### src/rtl/morse_decoder.sv
// Serial Morse digit receiver: times marks/spaces on the synchronised line, decodes
// digit characters 0-9 and emits the word as packed BCD when the word gap ends it.
module morse_decoder #(
    parameter int UNIT_CYCLES = 4800000,
    parameter int NUM_DIGITS  = 8
) (
    input  logic                            clk_i,
    input  logic                            rst_i,
    input  logic                            serial_i,
    output logic [4*NUM_DIGITS-1:0]         value_o,
    output logic [$clog2(NUM_DIGITS+1)-1:0] digits_o,
    output logic                            valid_o,
    output logic                            overflow_o,
    output logic                            error_o,
    output logic                            busy_o
);
    localparam int CW = $clog2(8*UNIT_CYCLES+1);
    localparam int DW = $clog2(NUM_DIGITS+1);
    localparam int AW = 4*NUM_DIGITS;

    localparam logic [CW-1:0] T_SAT  = CW'(8*UNIT_CYCLES);
    localparam logic [CW-1:0] T_CHAR = CW'(2*UNIT_CYCLES);
    localparam logic [CW-1:0] T_WORD = CW'(5*UNIT_CYCLES);
    localparam logic [DW-1:0] D_MAX  = DW'(NUM_DIGITS);

    typedef enum logic [1:0] {IDLE, MARK, SPACE, ERROR} state_t;

    state_t          state_q, state_d;
    logic [2:0]      sync_pipe;
    logic            line, line_prev, rise, fall;
    logic [CW-1:0]   run_q, len, space_len;
    logic [4:0]      sym_q, sym_d;
    logic [2:0]      scnt_q, scnt_d;
    logic [AW-1:0]   acc_q, acc_d, value_d;
    logic [DW-1:0]   dcnt_q, dcnt_d, digits_d;
    logic            ovf_q, ovf_d, ovfo_d, valid_d, error_d, goto_err;
    logic            dig_ok;
    logic [3:0]      dig;

    // Returns {ok, digit}; first symbol is in bit 4, dash = 1.
    function automatic logic [4:0] decode(input logic [4:0] p);
        case (p)
            5'b01111: return {1'b1, 4'd1};
            5'b00111: return {1'b1, 4'd2};
            5'b00011: return {1'b1, 4'd3};
            5'b00001: return {1'b1, 4'd4};
            5'b00000: return {1'b1, 4'd5};
            5'b10000: return {1'b1, 4'd6};
            5'b11000: return {1'b1, 4'd7};
            5'b11100: return {1'b1, 4'd8};
            5'b11110: return {1'b1, 4'd9};
            5'b11111: return {1'b1, 4'd0};
            default:  return 5'b0;
        endcase
    endfunction

    assign line      = sync_pipe[1];
    assign line_prev = sync_pipe[2];
    assign rise      = line & ~line_prev;
    assign fall      = ~line & line_prev;
    assign busy_o    = (state_q != IDLE);
    assign {dig_ok, dig} = decode(sym_q);

    // len: cycles at the current level including this one
    always_comb begin
        if (rise || fall)        len = CW'(1);
        else if (run_q == T_SAT) len = T_SAT;
        else                     len = run_q + CW'(1);
    end

    // On a rising edge the space just finished is run_q long
    assign space_len = line ? run_q : len;

    always_comb begin
        state_d  = state_q;
        sym_d    = sym_q;
        scnt_d   = scnt_q;
        acc_d    = acc_q;
        dcnt_d   = dcnt_q;
        ovf_d    = ovf_q;
        value_d  = value_o;
        digits_d = digits_o;
        ovfo_d   = overflow_o;
        valid_d  = 1'b0;
        error_d  = 1'b0;
        goto_err = 1'b0;
        unique case (state_q)
            IDLE: if (rise) state_d = MARK;
            MARK: begin
                if (line && len > T_WORD) begin
                    goto_err = 1'b1;
                end else if (fall) begin
                    if (scnt_q == 3'd5) begin
                        goto_err = 1'b1;
                    end else begin
                        sym_d   = {sym_q[3:0], run_q >= T_CHAR};
                        scnt_d  = scnt_q + 3'd1;
                        state_d = SPACE;
                    end
                end
            end
            SPACE: begin
                if (scnt_q != 3'd0 && space_len >= T_CHAR) begin
                    if (scnt_q != 3'd5 || !dig_ok) begin
                        goto_err = 1'b1;
                    end else begin
                        acc_d  = (acc_q << 4) | AW'(dig);
                        sym_d  = '0;
                        scnt_d = '0;
                        if (dcnt_q == D_MAX) ovf_d = 1'b1;
                        else                 dcnt_d = dcnt_q + DW'(1);
                        if (rise) state_d = MARK;
                    end
                end else if (rise) begin
                    state_d = MARK;
                end else if (!line && len >= T_WORD) begin
                    state_d = IDLE;
                    if (dcnt_q != '0) begin
                        value_d  = acc_q;
                        digits_d = dcnt_q;
                        ovfo_d   = ovf_q;
                        valid_d  = 1'b1;
                    end
                    acc_d  = '0;
                    dcnt_d = '0;
                    ovf_d  = 1'b0;
                end
            end
            ERROR: if (!line && len >= T_WORD) state_d = IDLE;
        endcase
        if (goto_err) begin
            state_d = ERROR;
            error_d = 1'b1;
            sym_d   = '0;
            scnt_d  = '0;
            acc_d   = '0;
            dcnt_d  = '0;
            ovf_d   = 1'b0;
        end
    end

    always_ff @(posedge clk_i or posedge rst_i) begin
        if (rst_i) begin
            state_q    <= IDLE;
            sync_pipe  <= '0;
            run_q      <= '0;
            sym_q      <= '0;
            scnt_q     <= '0;
            acc_q      <= '0;
            dcnt_q     <= '0;
            ovf_q      <= 1'b0;
            value_o    <= '0;
            digits_o   <= '0;
            overflow_o <= 1'b0;
            valid_o    <= 1'b0;
            error_o    <= 1'b0;
        end else begin
            state_q    <= state_d;
            sync_pipe  <= {sync_pipe[1:0], serial_i};
            run_q      <= len;
            sym_q      <= sym_d;
            scnt_q     <= scnt_d;
            acc_q      <= acc_d;
            dcnt_q     <= dcnt_d;
            ovf_q      <= ovf_d;
            value_o    <= value_d;
            digits_o   <= digits_d;
            overflow_o <= ovfo_d;
            valid_o    <= valid_d;
            error_o    <= error_d;
        end
    end
endmodule

### config.mk
export PLATFORM = sky130hd
export DESIGN_NAME = morse_decoder
export DESIGN_NICKNAME = d
export VERILOG_FILES = /design/src/rtl/morse_decoder.sv
export SDC_FILE = /design/constraint.sdc
export NUM_CORES = 1
export LEC_CHECK = 0
export BUFFER_PORTS_ARGS = -buffer_cell sky130_fd_sc_hd__buf_2
export CAP_MARGIN = 20
export CORE_UTILIZATION = 35
export DETAILED_ROUTE_END_ITERATION = 16
export SKIP_CTS_REPAIR_TIMING = 1
export SLEW_MARGIN = 20
export SYNTH_ARGS = -nofsm -noshare
export SYNTH_HDL_FRONTEND = slang
export SYNTH_SLANG_ARGS = --single-unit
### constraint.sdc
create_clock -name clk_i -period 4.1 [get_ports clk_i]
set_clock_uncertainty 0.15 [all_clocks]
set_input_delay 0.205 -clock clk_i [delete_from_list [all_inputs] [get_ports clk_i]]
set_output_delay 0.205 -clock clk_i [all_outputs]
set_load 0.005 [all_outputs]
* Word-level counts from Yosys, hierarchy flattened
Memories as Yosys holds them, arrays and structs flattened. Index checks and enable logic that the tools add are counted.
Word-level totals: memory bits (read-only) 160, word-level logic and storage cells 124, register bits after elaboration 115, memories 1, bits of input ports 3
Memory list:
- (name not given) | depth 32, width 5, read ports 1, clocked after Yosys merged registers in 0, write ports 0, line 42 | case (p)
Cells by class: equality and inequality tests 17, reductions and logical operators 20, add/sub/neg operators 3, multiplexer cells 59, bitwise operators 7, order comparisons 4
Operator list (count):
- 32-bit two-way mux | 6
- 26-bit two-way mux | 3
- 26-bit by 24-bit >= comparator with 1-bit output, second input constant | 2
- 32-bit by 4-bit OR with 32-bit output | 1
- 5-bit two-way mux | 6
- 4-bit two-way mux | 7
- 26-bit by 1-bit adder with 26-bit output, second input constant | 1
- 26-bit == test, second input constant | 1
- 26-bit by 25-bit >= comparator with 1-bit output, second input constant | 1
- 26-bit by 25-bit > comparator with 1-bit output, second input constant | 1
- 3-bit != test, second input constant | 8
- 1-bit two-way mux | 18
- 2-bit two-way mux | 9
- 3-bit two-way mux | 6
- 5-bit AND reduction | 3
- 5-bit case mux with 2 select lines | 1
- 3-bit nonzero test | 3
- 2-bit case mux with 4 select lines | 1
- 4-bit AND reduction | 2
- 3-bit case mux with 2 select lines | 1
- 6-bit AND reduction | 1
- 4-bit by 1-bit adder with 4-bit output, second input constant | 1
- 2-bit == test, second input constant | 2
- 4-bit == test, second input constant | 1
- other kinds (15) | 24

* Logic depth before layout (Yosys ltp)
word-level depth 11, gate-level depth with buffers 16, depth with buffers taken out 13

* Least setup slack after synthesis
No wires, ideal clock.
path type register to register, start register run_q[0], end register digits_o[0], cell stages (with the launch flop) 16, arrival time 3483 ps, library setup time 127 ps, setup slack 340 ps, data required time 3823 ps, period minus slack after synthesis 3760 ps, path buffers 3, path through dfrtp_1 ha_1 and3_1 buf_2 nand4_1 or3_1 xnor2_1 o31a_1 a211o_1 a22oi_2 and4bb_4 nand3_2 a31oi_2 buf_6 buf_6 mux2_1
On the way: longest elaborated chain between the ends 8, elaborated cells between the ends (all ways) 11, classes of those cells add/sub (1); order compare (2); eq/ne (1); mux (3); bitwise (1); reduce/logical (3)
RTL lines:
- from (decl) | line 31 | logic [CW-1:0] run_q, len, space_len;
- from (signal assigned) | line 160 | run_q <= len;
- 26-bit by 1-bit adder with 26-bit output or 26-bit == test (tied branches) | line 68, 67
- 26-bit two-way mux | line 67 | else if (run_q == T_SAT) len = T_SAT;
- 26-bit two-way mux | line 66 | if (rise || fall) len = CW'(1);
- 26-bit two-way mux | line 72 | assign space_len = line ? run_q : len;
- 26-bit by 24-bit >= comparator with 1-bit output | line 103 | if (scnt_q != 3'd0 && space_len >= T_CHAR) begin
- 1-bit logical AND | line 103
- 1-bit NOT (no source line)
- 5-bit AND reduction (no source line) (*)
- to (signal assigned) | line 167 | digits_o <= digits_d;
- to (decl) | line 11 | output logic [$clog2(NUM_DIGITS+1)-1:0] digits_o,
Mark *: on every way between the ends. The rest lies on a longest branch, timed or not. A chain may end at the register's enable or synchronous reset.

* Worst setup path after layout
start register run_q[0], end register state_q[1]
On the way: longest elaborated chain between the ends 10, elaborated cells between the ends (all ways) 24, classes of those cells add/sub (1); order compare (3); eq/ne (5); mux (11); reduce/logical (4)
RTL lines:
- 26-bit by 1-bit adder with 26-bit output or 26-bit == test (tied branches) | line 68, 67
- 26-bit two-way mux | line 67
- 26-bit two-way mux | line 66
- 26-bit two-way mux or 26-bit by 25-bit >= comparator with 1-bit output (tied branches) | line 72, 116, 129
- 26-bit by 24-bit >= comparator with 1-bit output or 1-bit logical AND (tied branches) | line 103, 116, 129
- 1-bit logical AND or 2-bit two-way mux (tied branches)
- 1-bit two-way mux or 2-bit two-way mux (tied branches)
- 1-bit case mux with 2 select lines or 2-bit two-way mux (tied branches) | line 87, 103
- 4-bit != test (no source line) (tied with other cells)
- 4-bit AND reduction (no source line) or 2-bit two-way mux (tied branches)
- to (signal assigned) | line 158 | state_q <= state_d;
- to (decl) | line 28 | state_t state_q, state_d;
Parallel ways exist; a longest one is shown, timed or not.

==> summary by stage <==
Routing
In the final routed layout, each cell accounts on average for 15.8 µm. The detailed-routing iteration count for the pre-antenna-repair pass is 5. In the routed design, unresolved DRC markers number 0. The count of vias placed by the detailed router is 4756. For this block, the initial DRC count from the detailed router was 231.

The number of nets with antenna violations after detailed routing is 0. The aggregate routed wire length is 14300 µm. The vias per cell is 5.24.

Layout
The post-route non-filler standard cell count is 907. The total area of multi-input combinational cells is 0.00298 mm². Relative to the synthesized area, the layout overhead comes to 23.7%. In the final layout, flip-flops and latches occupy 0.00288 mm².

The post-layout net count is about 690. Cells fill 45.0% of the core in the end. After filler insertion, the fill cell instance count of the layout stands at about 1600. The final antenna diode count is 0. The share of final-layout standard cells stronger than drive strength 1 is about 29%. Summing all non-filler instances in the final layout gives an area of approximately 0.0076 mm².

Synth
In this run the biggest area consumer among cell types represents 47.1% of the synthesized area. The synthesized instance count is 593. The number of warnings reported in the yosys synthesis log is 0.

The number of unique standard cell types used by synthesis is 73. The most repeated cell in the gate-level netlist after synthesis is sky130_fd_sc_hd__dfrtp_1. The portion of the post-synthesis area used by sequential elements is 47.1%. The cell type with the highest aggregate area in the netlist is sky130_fd_sc_hd__dfrtp_1.

In the post-synthesis netlist, the biggest area contributors are sky130_fd_sc_hd__dfrtp_1, sky130_fd_sc_hd__mux2_2, sky130_fd_sc_hd__mux2_1, sky130_fd_sc_hd__ha_1, sky130_fd_sc_hd__nand2_1. After synthesis, the share of flip-flops with an asynchronous set or reset is 100%. In this run, synthesis produced a sequential element count of 115.

The leading register cell type out of synthesis is sky130_fd_sc_hd__dfrtp_1. The average instance area after synthesis is 10.3 µm². The number of nets produced by synthesis is 613. The synthesized design contains 0 enable-type register cells. Ranked by instance count, the synthesized netlist is headed by sky130_fd_sc_hd__dfrtp_1, sky130_fd_sc_hd__nand2_1, sky130_fd_sc_hd__nand3_1, sky130_fd_sc_hd__nor2_1. The post-synthesis cell area is 0.00611 mm².

Pwr
The clock power share is between 40 and 50%. The power consumption is between 3 and 4 mW. Combinational cells account for 12.5% of the total power. The sequential cell fraction of total power is 38.6%. The internal power is 2.25 mW. Net switching is 28.0% of the power. VDD sags by at most 309 µV. Summed over all nets, the switching power comes to 0.873 mW. In this run the power density over the cells is 413 mW/mm². The reported leakage power is 3.56 nW.

Global route
Entering global routing, the biggest net connects 56 pins. The initial antenna violation count came to 0. The global-route layer with the greatest usage is met2. The global-route wire length before repair is 23600 µm. The global-route congestion overflow total is 0. Global routing consumed, on the met2 layer, 26.7% of the routing resources. The met1 usage in global routing is 21.7%. Global routing used 16.6% of the available tracks across all layers. The number of global-route vias before repair is 4684. The met3 track demand over resource in global routing is 4.01%.

CTS
The clock passes through at most 2 buffers. The TritonCTS clock tree is built. The root buffer selected by CTS is sky130_fd_sc_hd__clkbuf_16. For the worst-skew pair, the clock arrives at the later sink with an insertion delay of 0.42 ns. The clock transition at the registers of the reported paths is 0.06 ns.

In this run, CTS created clock tree buffers numbering 17. The number of H-tree branching levels is 4. The clock drives 115 sinks.

STA
The final number of hold-violating endpoints is 0. The final max-slew violation count is 0. Setup violations remaining at the end of the flow were counted as 0. The slew at the pin closest to its max-slew limit is 0.708 ns.

The accumulated negative setup slack is 0 ns. Setup repair after global routing could not meet its margin everywhere. The worst hold slack is 0.231 ns. Subtracting the final worst setup slack from the clock period gives 3.97 ns. Headroom to the max-slew limit came out at between 50% and 60%.

The final setup slack of the worst path is 0.126 ns. The worst path uses 96.9% of the clock period. The peak clock frequency supported by timing is 0.252 GHz.

Worst setup path
Among all stages on the critical path, the largest delay is contributed by sky130_fd_sc_hd__nor4b_1. The cell with the most instances on the worst path is sky130_fd_sc_hd__nand4_1. The largest fanout of any net on the critical path is 5. The signal on the critical path passes through ha_2 -> and3_4 -> nand4_1 -> o211a_1 -> nor2_1 -> buf_4 -> and2_1 -> nor4b_1 -> a31o_2 -> a2bb2oi_1 -> o21ai_0 -> or3b_1 -> nand4_1. The startpoint type of the worst setup path is a flip-flop.

The worst setup path is captured at a flip-flop. The required time of the critical path is 4.29 ns. The critical path is of the reg -> reg type. Broken down by cell family, the worst path's largest delay share belongs to simple AND/OR/NAND/NOR gates. The number of buffer and inverter stages on the critical path is 1. The data arrival time of the worst path is 4.17 ns. On the worst path, the slowest cell contributes a delay of between 0.5 and 0.6 ns.

Placed design
Port buffering added 42 buffers. The half-perimeter wire length of the detailed placement result is about 10000 µm. The weighted congestion reported at the end of routability-driven placement is 0.855. Once placement completed, the tool counted placed cells totaling between 800 and 900.

The post-place instance area is 0.00681 mm². The pre-CTS worst setup slack is 0.0714 ns.

Status
The run finished with clean final reports.

Floorplan
In this run the vertical extent of the chip is 134 µm. The core region area is between 0.015 and 0.02 mm². The width of the chip is 134 µm.

Once the floorplan was initialized, standard cells occupied 36.4% of the core. The total die area is 0.0180 mm². 43 I/O pins were placed. The initialized floorplan defines 47 standard-cell rows.

Job
The number of maximum-capacitance violations is 0.

Hold path
The tightest min-delay check is of the reg -> reg type.
state kept, by name, summed over array words and instances, names as in the netlist:
| name | cells |
|---|---|
| valid_o | 1 |
| sym_q | 5 |
| overflow_o | 1 |
| ovf_q | 1 |
| sync_pipe | 3 |
| dcnt_q | 4 |
| error_o | 1 |
| run_q | 26 |
| acc_q | 32 |
| value_o | 32 |
| digits_o | 4 |
| state_q | 2 |
| scnt_q | 3 |
kinds of logic (layout without fill, tap and decap cells):
| logic type | count (synthesis) | in the layout | synth area share (%) |
|---|---|---|---|
| AO/OA/AOI/OAI | 112 | 112 | 13.8 |
| buffers and inverters | 62 | 156 | 4.97 |
| flip-flops | 115 | 115 | 47.1 |
| AND/OR/NAND/NOR | 221 | 221 | 19.5 |
| XOR/XNOR | 21 | 21 | 3.01 |
| adder cells (fa/ha/maj) | 17 | 17 | 3.48 |
| multiplexers | 45 | 45 | 8.23 |
area by class of cell:
cell class              instances  share of cell area, %
well taps                     220                   3.64
clock inverters                15                   2.45
inverters                      26                   1.32
multi-input cells             416                   39.4
repair buffers                 98                   9.45
clock buffers                  17                   5.63
flip-flops and latches        115                   38.1
cell usage in the layout (no fill, tap or decap), types with 4 or more instances in the layout:
| master | count |
|---|---|
| sky130_fd_sc_hd__nand4_1 | 16 |
| sky130_fd_sc_hd__nor4_1 | 8 |
| sky130_fd_sc_hd__inv_8 | 5 |
| sky130_fd_sc_hd__mux2_1 | 19 |
| sky130_fd_sc_hd__inv_1 | 24 |
| sky130_fd_sc_hd__xor2_1 | 9 |
| sky130_fd_sc_hd__xnor2_1 | 11 |
| sky130_fd_sc_hd__ha_1 | 16 |
| sky130_fd_sc_hd__buf_12 | 4 |
| sky130_fd_sc_hd__nor3_1 | 6 |
| sky130_fd_sc_hd__o21ai_0 | 24 |
| sky130_fd_sc_hd__nand2b_1 | 6 |
| sky130_fd_sc_hd__inv_6 | 5 |
| sky130_fd_sc_hd__mux2_2 | 23 |
| sky130_fd_sc_hd__nor2_1 | 36 |
| sky130_fd_sc_hd__a21oi_1 | 10 |
| sky130_fd_sc_hd__o21ai_1 | 5 |
| sky130_fd_sc_hd__o21ai_2 | 21 |
| sky130_fd_sc_hd__nand2_1 | 54 |
| sky130_fd_sc_hd__o31ai_1 | 4 |
| sky130_fd_sc_hd__nor2b_1 | 7 |
| sky130_fd_sc_hd__nand3_1 | 39 |
| sky130_fd_sc_hd__or3_1 | 5 |
| sky130_fd_sc_hd__dfrtp_1 | 113 |
| sky130_fd_sc_hd__and2_1 | 7 |
| sky130_fd_sc_hd__and3_1 | 9 |
| sky130_fd_sc_hd__buf_2 | 42 |
| sky130_fd_sc_hd__clkbuf_16 | 18 |
| sky130_fd_sc_hd__a22o_1 | 7 |
| sky130_fd_sc_hd__buf_4 | 46 |
power groups by stage:
stage | Clock [mW] | Combinational [mW] | Sequential, mW
floorplan | 0 | 0.272 | 1.21
global placement | 0 | 0.364 | 1.22
detailed placement | 0 | 0.374 | 1.22
CTS | 1.56 | 0.377 | 1.21
global route | 1.62 | 0.440 | 1.21
finish | 1.53 | 0.390 | 1.20
worst paths after layout:
path | endpoint | slack [ns] | cells past startpoint | start
setup / recovery | state_q[1]$_DFFE_PP0P_ | 0.13 | 13 | run_q[0]$_DFF_PP0_
hold / removal | sync_pipe[1]$_DFF_PP0_ | 0.23 | 0 | sync_pipe[0]$_DFF_PP0_
setup reg to reg | state_q[1]$_DFFE_PP0P_ | 0.13 | 13 | run_q[0]$_DFF_PP0_
hold reg to reg | sync_pipe[1]$_DFF_PP0_ | 0.23 | 0 | sync_pipe[0]$_DFF_PP0_
max in group asynchronous | digits_o[2]$_DFFE_PP0P_ | 2.61 | 4 | rst_i
min in group asynchronous | dcnt_q[0]$_DFFE_PP0P_ | 0.31 | 3 | rst_i
layer usage:
layer / vias up / part of all wire (%)
met5: - / 0
met1: 2347 / 47
met2: 94 / 48
met3: 16 / 3.7
li1: 2299 / -
met4: 0 / 1.4
Power figures use the tool's default switching activity.
